===== src/rtl/vend_dispense_unit.sv =====
// Mechanism-side dispense endpoint: runs the selected spiral motor, confirms the drop on the
// beam-break sensor, tracks per-slot stock and latches a jam fault when no drop is seen.
module vend_dispense_unit #(
    parameter int unsigned MOTOR_ON_CYCLES = 1000,
    parameter int unsigned SENSE_TIMEOUT   = 4000,
    parameter int unsigned STOCK_W         = 4,
    parameter int unsigned STOCK_INIT      = 8
) (
    input  logic               clk,
    input  logic               reset,
    input  logic [3:0]         motor_control,
    input  logic               drop_sensor,
    input  logic               restock_load,
    input  logic [1:0]         restock_slot,
    input  logic [STOCK_W-1:0] restock_count,
    output logic [3:0]         motor_drive,
    output logic               item_dispensed,
    output logic [3:0]         out_of_stock,
    output logic               jam_fault,
    output logic               busy
);

    localparam int unsigned TIMER_MAX =
        (MOTOR_ON_CYCLES > SENSE_TIMEOUT) ? MOTOR_ON_CYCLES : SENSE_TIMEOUT;
    localparam int unsigned TIMER_W = $clog2(TIMER_MAX + 1);
    localparam logic [TIMER_W-1:0] RUN_LAST  = TIMER_W'(MOTOR_ON_CYCLES - 1);
    localparam logic [TIMER_W-1:0] WAIT_LAST = TIMER_W'(SENSE_TIMEOUT - 1);
    localparam logic [STOCK_W-1:0] STOCK_RST = STOCK_W'(STOCK_INIT);

    typedef enum logic [2:0] {
        StIdle,
        StRun,
        StWaitDrop,
        StDone,
        StFault
    } state_t;

    state_t               state_q, state_d;
    logic [1:0]           slot_q, slot_d;
    logic [TIMER_W-1:0]   timer_q, timer_d;
    logic [STOCK_W-1:0]   stock_q [4];
    logic [STOCK_W-1:0]   stock_d [4];
    logic [3:0]           out_of_stock_d;
    logic                 sense_meta_q, sense_sync_q, sense_prev_q;
    logic                 sense_rise;
    logic                 req_valid;
    logic [1:0]           req_slot;

    assign sense_rise = sense_sync_q & ~sense_prev_q;

    always_comb begin
        req_slot = '0;
        for (int i = 0; i < 4; i++) begin
            if (motor_control[i]) begin
                req_slot = 2'(i);
            end
        end
        req_valid = $onehot(motor_control) && (stock_q[req_slot] != '0);
    end

    always_comb begin
        state_d = state_q;
        slot_d  = slot_q;
        timer_d = timer_q;
        unique case (state_q)
            StIdle: begin
                if (req_valid) begin
                    state_d = StRun;
                    slot_d  = req_slot;
                end
            end
            StRun: begin
                if (sense_rise) begin
                    state_d = StDone;
                end else if (timer_q == RUN_LAST) begin
                    state_d = StWaitDrop;
                end else begin
                    timer_d = timer_q + TIMER_W'(1);
                end
            end
            StWaitDrop: begin
                if (sense_rise) begin
                    state_d = StDone;
                end else if (timer_q == WAIT_LAST) begin
                    state_d = StFault;
                end else begin
                    timer_d = timer_q + TIMER_W'(1);
                end
            end
            StDone: begin
                if (motor_control == 4'b0000) begin
                    state_d = StIdle;
                end
            end
            StFault: begin
                state_d = StFault;
            end
            default: begin
                state_d = StIdle;
            end
        endcase
        if (state_d != state_q) begin
            timer_d = '0;
        end
    end

    // Decrement on the edge that enters DONE; a coincident restock load overrides it.
    always_comb begin
        stock_d = stock_q;
        if ((state_d == StDone) && (state_q != StDone) && (stock_q[slot_q] != '0)) begin
            stock_d[slot_q] = stock_q[slot_q] - STOCK_W'(1);
        end
        if (restock_load) begin
            stock_d[restock_slot] = restock_count;
        end
        for (int i = 0; i < 4; i++) begin
            out_of_stock_d[i] = (stock_d[i] == '0);
        end
    end

    always_ff @(posedge clk or posedge reset) begin
        if (reset) begin
            state_q        <= StIdle;
            slot_q         <= '0;
            timer_q        <= '0;
            sense_meta_q   <= 1'b0;
            sense_sync_q   <= 1'b0;
            sense_prev_q   <= 1'b0;
            for (int i = 0; i < 4; i++) begin
                stock_q[i] <= STOCK_RST;
            end
            motor_drive    <= 4'b0000;
            item_dispensed <= 1'b0;
            out_of_stock   <= {4{STOCK_RST == '0}};
            jam_fault      <= 1'b0;
            busy           <= 1'b0;
        end else begin
            state_q        <= state_d;
            slot_q         <= slot_d;
            timer_q        <= timer_d;
            sense_meta_q   <= drop_sensor;
            sense_sync_q   <= sense_meta_q;
            sense_prev_q   <= sense_sync_q;
            stock_q        <= stock_d;
            motor_drive    <= (state_d == StRun) ? (4'(1) << slot_d) : 4'b0000;
            item_dispensed <= (state_d == StDone);
            out_of_stock   <= out_of_stock_d;
            jam_fault      <= (state_d == StFault);
            busy           <= (state_d != StIdle);
        end
    end

endmodule


===== config.mk =====
export PLATFORM = sky130hd
export DESIGN_NAME = vend_dispense_unit
export DESIGN_NICKNAME = d
export VERILOG_FILES = /design/src/rtl/vend_dispense_unit.sv
export SDC_FILE = /design/constraint.sdc
export NUM_CORES = 1
export LEC_CHECK = 0
export CORE_MARGIN = 4
export CORE_UTILIZATION = 52
export DETAILED_ROUTE_END_ITERATION = 12
export GPL_TIMING_DRIVEN = 0
export PLACE_DENSITY = 0.73
export SYNTH_ARGS = -nofsm -noshare
export SYNTH_HDL_FRONTEND = slang
export SYNTH_SLANG_ARGS = --single-unit

===== constraint.sdc =====
create_clock -name clk -period 3.6 [get_ports clk]
set_input_delay 0.72 -clock clk [delete_from_list [all_inputs] [get_ports clk]]
set_output_delay 0.72 -clock clk [all_outputs]
set_load 0.01 [all_outputs]

==> Word-level counts from Yosys, hierarchy flattened <==
Cells that the tools add are included.
{ "word_totals": {"register_bits": 47, "output_inout_bits": 11, "word_cells": 96} }
{ "classes": {"add_sub_neg": 5, "magnitude_cmp": 5, "n_eq_ne": 16, "shifts": 1, "muxes": 33, "n_bitwise": 5, "reduce_logical": 16} }
{ "ops": {"columns": ["op", "n"], "rows": [
  ["$mux W12", 5],
  ["$bwmux W16", 2],
  ["$mux W16", 2],
  ["$mux W4", 7],
  ["$pmux W12 S2", 1],
  ["$logic_not A4 Y1", 5],
  ["$mux W3", 6],
  ["$bmux W4 S2", 2],
  ["$demux W4 S2", 2],
  ["$pmux W3 S5", 1],
  ["$add A12 B1 Y12 const B", 1],
  ["$eq A12 B10 Y1 const B", 1],
  ["$eq A12 B12 Y1 const B", 1],
  ["$ne A3 B3 Y1 const B", 4],
  ["$eq A3 B1 Y1 const B", 3],
  ["$eq A3 B2 Y1 const B", 3],
  ["$ge A3 B3 Y1 const B", 3],
  ["$not A2 Y3", 3],
  ["$mux W2", 4],
  ["$reduce_bool A4 Y1", 2],
  ["$eq A3 B3 Y1 const B", 2],
  ["$lt A3 B1 Y1 const B", 2],
  ["$reduce_bool A3 Y1", 2],
  ["$logic_and A1 B1 Y1", 5],
  ["11 further kinds", 12]
]} }

==> Depth between registers and ports, before layout <==
{ "depth": {"ltp_word": 18, "ltp_mapped": 12} }

==> Least setup slack after synthesis <==
No wires, ideal clock.
{ "synth_path": {"path_kind": "input to register", "from": "input motor_control[0]", "to": "register timer_q[8]", "t_arrival_ns": 3.116, "required_ns": 3.481, "setup_slack_ns": 0.366, "stages": 12, "n_path_buf": 1, "cell_sequence": "inv_1 fa_1 inv_1 ha_1 ha_1 or4b_1 nor3_1 o2111ai_1 o2111ai_2 o21ba_2 buf_6 nor2_1"} }
{ "synth_between": {"elab_chain_cells": 9, "word_cells_on_any_way": 16, "cone_classes": "2 x add/sub; 6 x eq/ne; 4 x mux; 4 x reduce/logical"} }
{ "synth_rtl": {"columns": ["element", "line", "text"], "rows": [
  ["start: declaration", "11", "input logic [3:0] motor_control,"],
  ["$add A1 B1 Y2 (implied by the code)", "58", "req_valid = $onehot(motor_control) && (stock_q[req_slot] != '0);"],
  ["$add A2 B2 Y3 (implied by the code)", "58", null],
  ["$eq A3 B1 Y1", "58", null],
  ["$logic_and A1 B1 Y1", "58", null],
  ["$mux W3", "67", "if (req_valid) begin"],
  ["$pmux W3 S5 *", "65", "unique case (state_q)"],
  ["net state_d[0]", "38", "state_t state_q, state_d;"],
  ["$ne A3 B3 Y1 *", "102", "if (state_d != state_q) begin"],
  ["$ne A3 B3 Y1 (no source line) / $reduce_bool A3 Y1 (equally long branches)", null, null],
  ["$reduce_and A5 Y1 (no source line)", null, null],
  ["end signal: assignment", "140", "timer_q <= timer_d;"],
  ["end: declaration", "40", "logic [TIMER_W-1:0] timer_q, timer_d;"]
]} }
Mark *: on every way through the listed nets, which the timed path passes. The rest lies on a longest branch.
A chain may end at the register's enable or synchronous reset.

==> Worst setup path after layout <==
{ "layout_path": {"from": "input motor_control[3]", "to": "register timer_q[1]"} }
{ "layout_between": {"elab_chain_cells": 12, "word_cells_on_any_way": 22, "cone_classes": "2 x add/sub; 6 x eq/ne; 8 x mux; 1 x bitwise; 5 x reduce/logical"} }
{ "layout_rtl": {"columns": ["element", "line", "text"], "rows": [
  ["$mux W2", "54", "if (motor_control[i]) begin"],
  ["$not A2 Y3 (implied by the code)", "58", null],
  ["$bmux W4 S2", "58", null],
  ["$mux W4 (implied by the code) (2 in a row)", "58", null],
  ["$reduce_bool A4 Y1", "58", null],
  ["$logic_and A1 B1 Y1", "58", null],
  ["$mux W3", "67", null],
  ["$pmux W3 S5 *", "65", null],
  ["net state_d[0]", "38", null],
  ["$ne A3 B3 Y1 *", "102", null],
  ["$ne A3 B3 Y1 (no source line) / $reduce_bool A3 Y1 (equally long branches)", null, null],
  ["$reduce_and A5 Y1 (no source line)", null, null]
]} }
Mark *: on every way through the listed nets, which the timed path passes. The rest lies on a longest branch. The select of a mux whose other input is x is not followed.

==> results.py <==
metrics = {
    "clock_network": {
        "cts_tree": "yes",
        "h-tree-depth": 2,
        "cts_buffer_depth": 2,
        "cts_buffers": 5,
        "clkSlewWorstSetupHoldPaths_ns": 0.08,
        "insertion_delay_ns": 0.29,
        "cts.sinks": 47,
        "root_buffer": "clkbuf_8",
    },
    "detailed_routing": {
        "via_per_inst": 5.681,
        "vias": 2227,
        "remaining_drc_errors": 0,
        "postRouteAntennaNets": 0,
        "wl_per_cell_um": 15.62,
        "drt_first_pass_iters": 4,
        "finalWirelength_um": 6123,
        "drt-initial-drc-count": 125,
    },
    "pwr": {
        "seq_power_share_pct": 34.4,
        "power.share.clock_pct": 12.2,
        "leakagePower_nw": 1.365,
        "internal-power_mw": 1.455,
        "swShare_pct": 41.29,
        "p_switching_mw": 1.024,
        "pwr-share-comb_pct": 53.4,
        "ir_drop_mv": 0.4203,
        "power.density_nw_per_um2": 753.3,
    },
    "synth": {
        "synth_area_per_cell_um2": 9.676,
        "syn_nets": 305,
        "synth_cells": 285,
        "async_reset_ff_share_pct": 100.0,
        "yosysTopAreaCell": "dfrtp_1",
        "netlist.area_leader.share_pct": 39.02,
        "synth_area_leaders": "dfrtp_1 (39%), nand2_1 (4.1%), nor2_1 (3.9%)",
        "yosysWarnings": 0,
        "yosysUniqueCellTypes": 61,
        "syn_area_um2": 2758,
        "synth_flop_cell": "dfrtp_1",
        "ys_ff_latch": 47,
        "synth-edff-count": 0,
        "yosysSeqAreaShare_pct": 42.83,
    },
    "job": {
        "drv_cap": 0,
    },
    "critical_path": {
        "required_ns": 3.79,
        "start_kind": "primary input",
        "r2r-start": "slot_q[0]",
        "worstPathMaxFanout": 5,
        "rr_worst_depth": 8,
        "cp.arrival_ns": 3.38,
        "path_class": "in -> reg",
        "worst-r2r-setup-slack_ns": 0.44,
        "r2r-end": "out_of_stock[3]",
        "crit_path_end_kind": "register",
    },
    "timing": {
        "final.period_utilization_pct": 88.74,
        "max_slew.worst_pin.slew_ns": 1.041,
        "maxSlewHeadroom_pct": 29.73,
        "min_period_ns": 3.195,
        "clock.fmax_ghz": 0.3130,
        "slew_viol_final": 0,
        "finalHoldViolCount": 0,
        "hold_slack_ns": 0.3614,
        "fin_worst_skew_ns": 0.009006,
        "rsz0062_at_grt": "no",
        "setup_violations": 0,
        "postLayoutSetupSlackWorst_ns": 0.4053,
    },
    "cells_and_area": {
        "layout_commonest_cell": "dfrtp_1",
        "final_cell_mix": "dfrtp_1 (43), nand2_1 (30), nor2_1 (29), clkdlybuf4s50_1 (21), inv_1 (13)",
        "fin_cells": 392,
        "antenna_cells": 0,
        "design_area_um2": 3291,
        "layout.nets": 341,
        "nFillCells": 436,
        "area_growth_pct": 19.33,
        "drive_gt1_share_pct": 14.60,
    },
    "min_path": {
        "hold_path_class": "reg -> reg",
        "hp-start": "sense_meta_q",
        "whs_endpoint": "sense_sync_q",
        "worstHoldPathCells": 0,
    },
    "global_routing": {
        "antenna_found_initial": 0,
        "grtUsageTotal_pct": 20.33,
        "grt_pass1_vias": 2188,
        "grt_overflow": 0,
        "grt_start_max_net_pins": 29,
        "grt_pass1_wl_um": 10310,
    },
    "outcome": {
        "status": "complete, no violations",
    },
    "die": {
        "rows": 26,
        "die_area_um2": 6532,
        "initial_core_util_pct": 53.65,
        "die_height_um": 80.82,
        "die_w_um": 80.82,
        "coreArea_um2": 5140,
        "io_pins": 25,
    },
    "place": {
        "hpwl_um": 4430,
        "place_area_um2": 3105,
        "gp_congestion": 0.8927,
        "post-place-ws_ns": -0.4162,
        "place_inst": 380,
        "port_buffers": 24,
    },
}
==> registers in the layout, summed over array words and instances, names as in the netlist, 2 cells and up <==
name / count
slot_q: 2
state_q: 3
timer_q: 12
stock_q: 16
motor_drive: 4
out_of_stock: 4
==> power by group through the flow <==
stage | combinational [mW] | sequential [mW] | clock, mW
2_1_floorplan | 0.876 | 0.836 | 0
3_3_place_gp | 1.18 | 0.851 | 0
3_5_place_dp | 1.20 | 0.857 | 0
4_1_cts | 1.25 | 0.849 | 0.311
5_1_grt | 1.44 | 0.873 | 0.339
6_report | 1.32 | 0.853 | 0.302
==> synthesized netlist by cell type, types with 2 or more instances <==
master,n
dfrtp_1,43
or4b_1,2
nor2b_1,5
dfstp_2,4
nor4_1,9
mux4_2,2
buf_1,2
and3_1,2
a31oi_1,4
o2bb2ai_1,2
or4_1,2
o221ai_1,2
nor3_1,8
nand3_1,9
nor3b_1,3
nand2_1,30
buf_2,3
a31o_2,2
and4b_1,2
o211ai_1,3
a21oi_1,5
ha_1,5
inv_1,16
clkbuf_1,4
nor2_1,29
or3_1,4
xor2_1,5
a21o_1,2
nand4_1,2
buf_6,2
mux2i_1,10
mux2_2,5
nand2b_1,5
xnor2_1,12
nand3b_1,2
o21ai_0,12
nor4_2,2
==> layer usage <==
layer | vias up | part of all wire (%) | track usage (%)
met5 | - | 0 | 0
met4 | 0 | 2.0 | 7.432
met3 | 13 | 5.6 | 3.880
met2 | 66 | 45 | 31.53
met1 | 1050 | 47 | 28.33
li1 | 1098 | - | -
==> layout make-up <==
type | instances | area (µm²) | share of cell area [%]
buffer | 11 | 60.06 | 1.825
multi-input combinational | 211 | 1515 | 46.05
sequential | 47 | 1181 | 35.89
inverter | 16 | 60.06 | 1.825
timing repair buffer | 29 | 305.3 | 9.278
tap | 70 | 87.58 | 2.662
clock inverter | 1 | 5.005 | 0.1521
clock buffer | 7 | 76.32 | 2.319
==> how the worst max path moves through the flow <==
stage                startpoint         end  slack, ns  depth (start not counted)
2_1_floorplan  motor_control[0]  timer_q[8]       0.37                         12
3_3_place_gp   motor_control[3]  timer_q[0]      -0.38                         13
3_5_place_dp   motor_control[3]  timer_q[0]      -0.42                         13
4_1_cts        motor_control[3]  timer_q[0]       0.05                         13
5_1_grt        motor_control[3]  timer_q[1]       0.29                         13
6_report       motor_control[3]  timer_q[1]       0.41                         13
==> stage by stage <==
step | power [mW] | setup TNS (ns) | util [%]
floorplan | 1.712 | 0 | -
global placement | 2.034 | -5.302 | 60.03
detailed placement | 2.060 | -5.896 | 60.42
CTS | 2.408 | 0 | 62.59
global route | 2.651 | 0 | 64.02
finish | 2.479 | 0 | 64.02
==> repair_timing <==
action / 4_1_cts / 5_1_grt
gates resized for setup: 3 / 14
hold buffers: 0 / 0
setup buffers: 1 / 2
endpoints found under the hold margin: 0 / 0
endpoints found under the setup margin: 10 / 14
pin swaps: 2 / 6
gates cloned: 0 / 1
==> kinds of logic after synthesis <==
kind of cell,after synthesis,synth area share [%]
AND/OR/NAND/NOR,123,24.50
AO/OA/AOI/OAI,48,12.61
flip-flops,47,42.83
buffers and inverters,27,4.356
XOR/XNOR,17,5.399
multiplexers,17,7.305
adder cells (fa/ha/maj),6,2.995
==> critical path: stages <==
cell	delay (ns)
dlymetal6s2s_1	0.14
inv_1	0.10
fa_1	0.49
inv_1	0.05
ha_2	0.16
ha_1	0.26
or4b_4	0.50
nor3_4	0.23
o2111ai_4	0.18
o2111ai_4	0.17
o21ba_4	0.21
buf_6	0.12
nor2_1	0.05
Power figures use the tool's default switching activity.
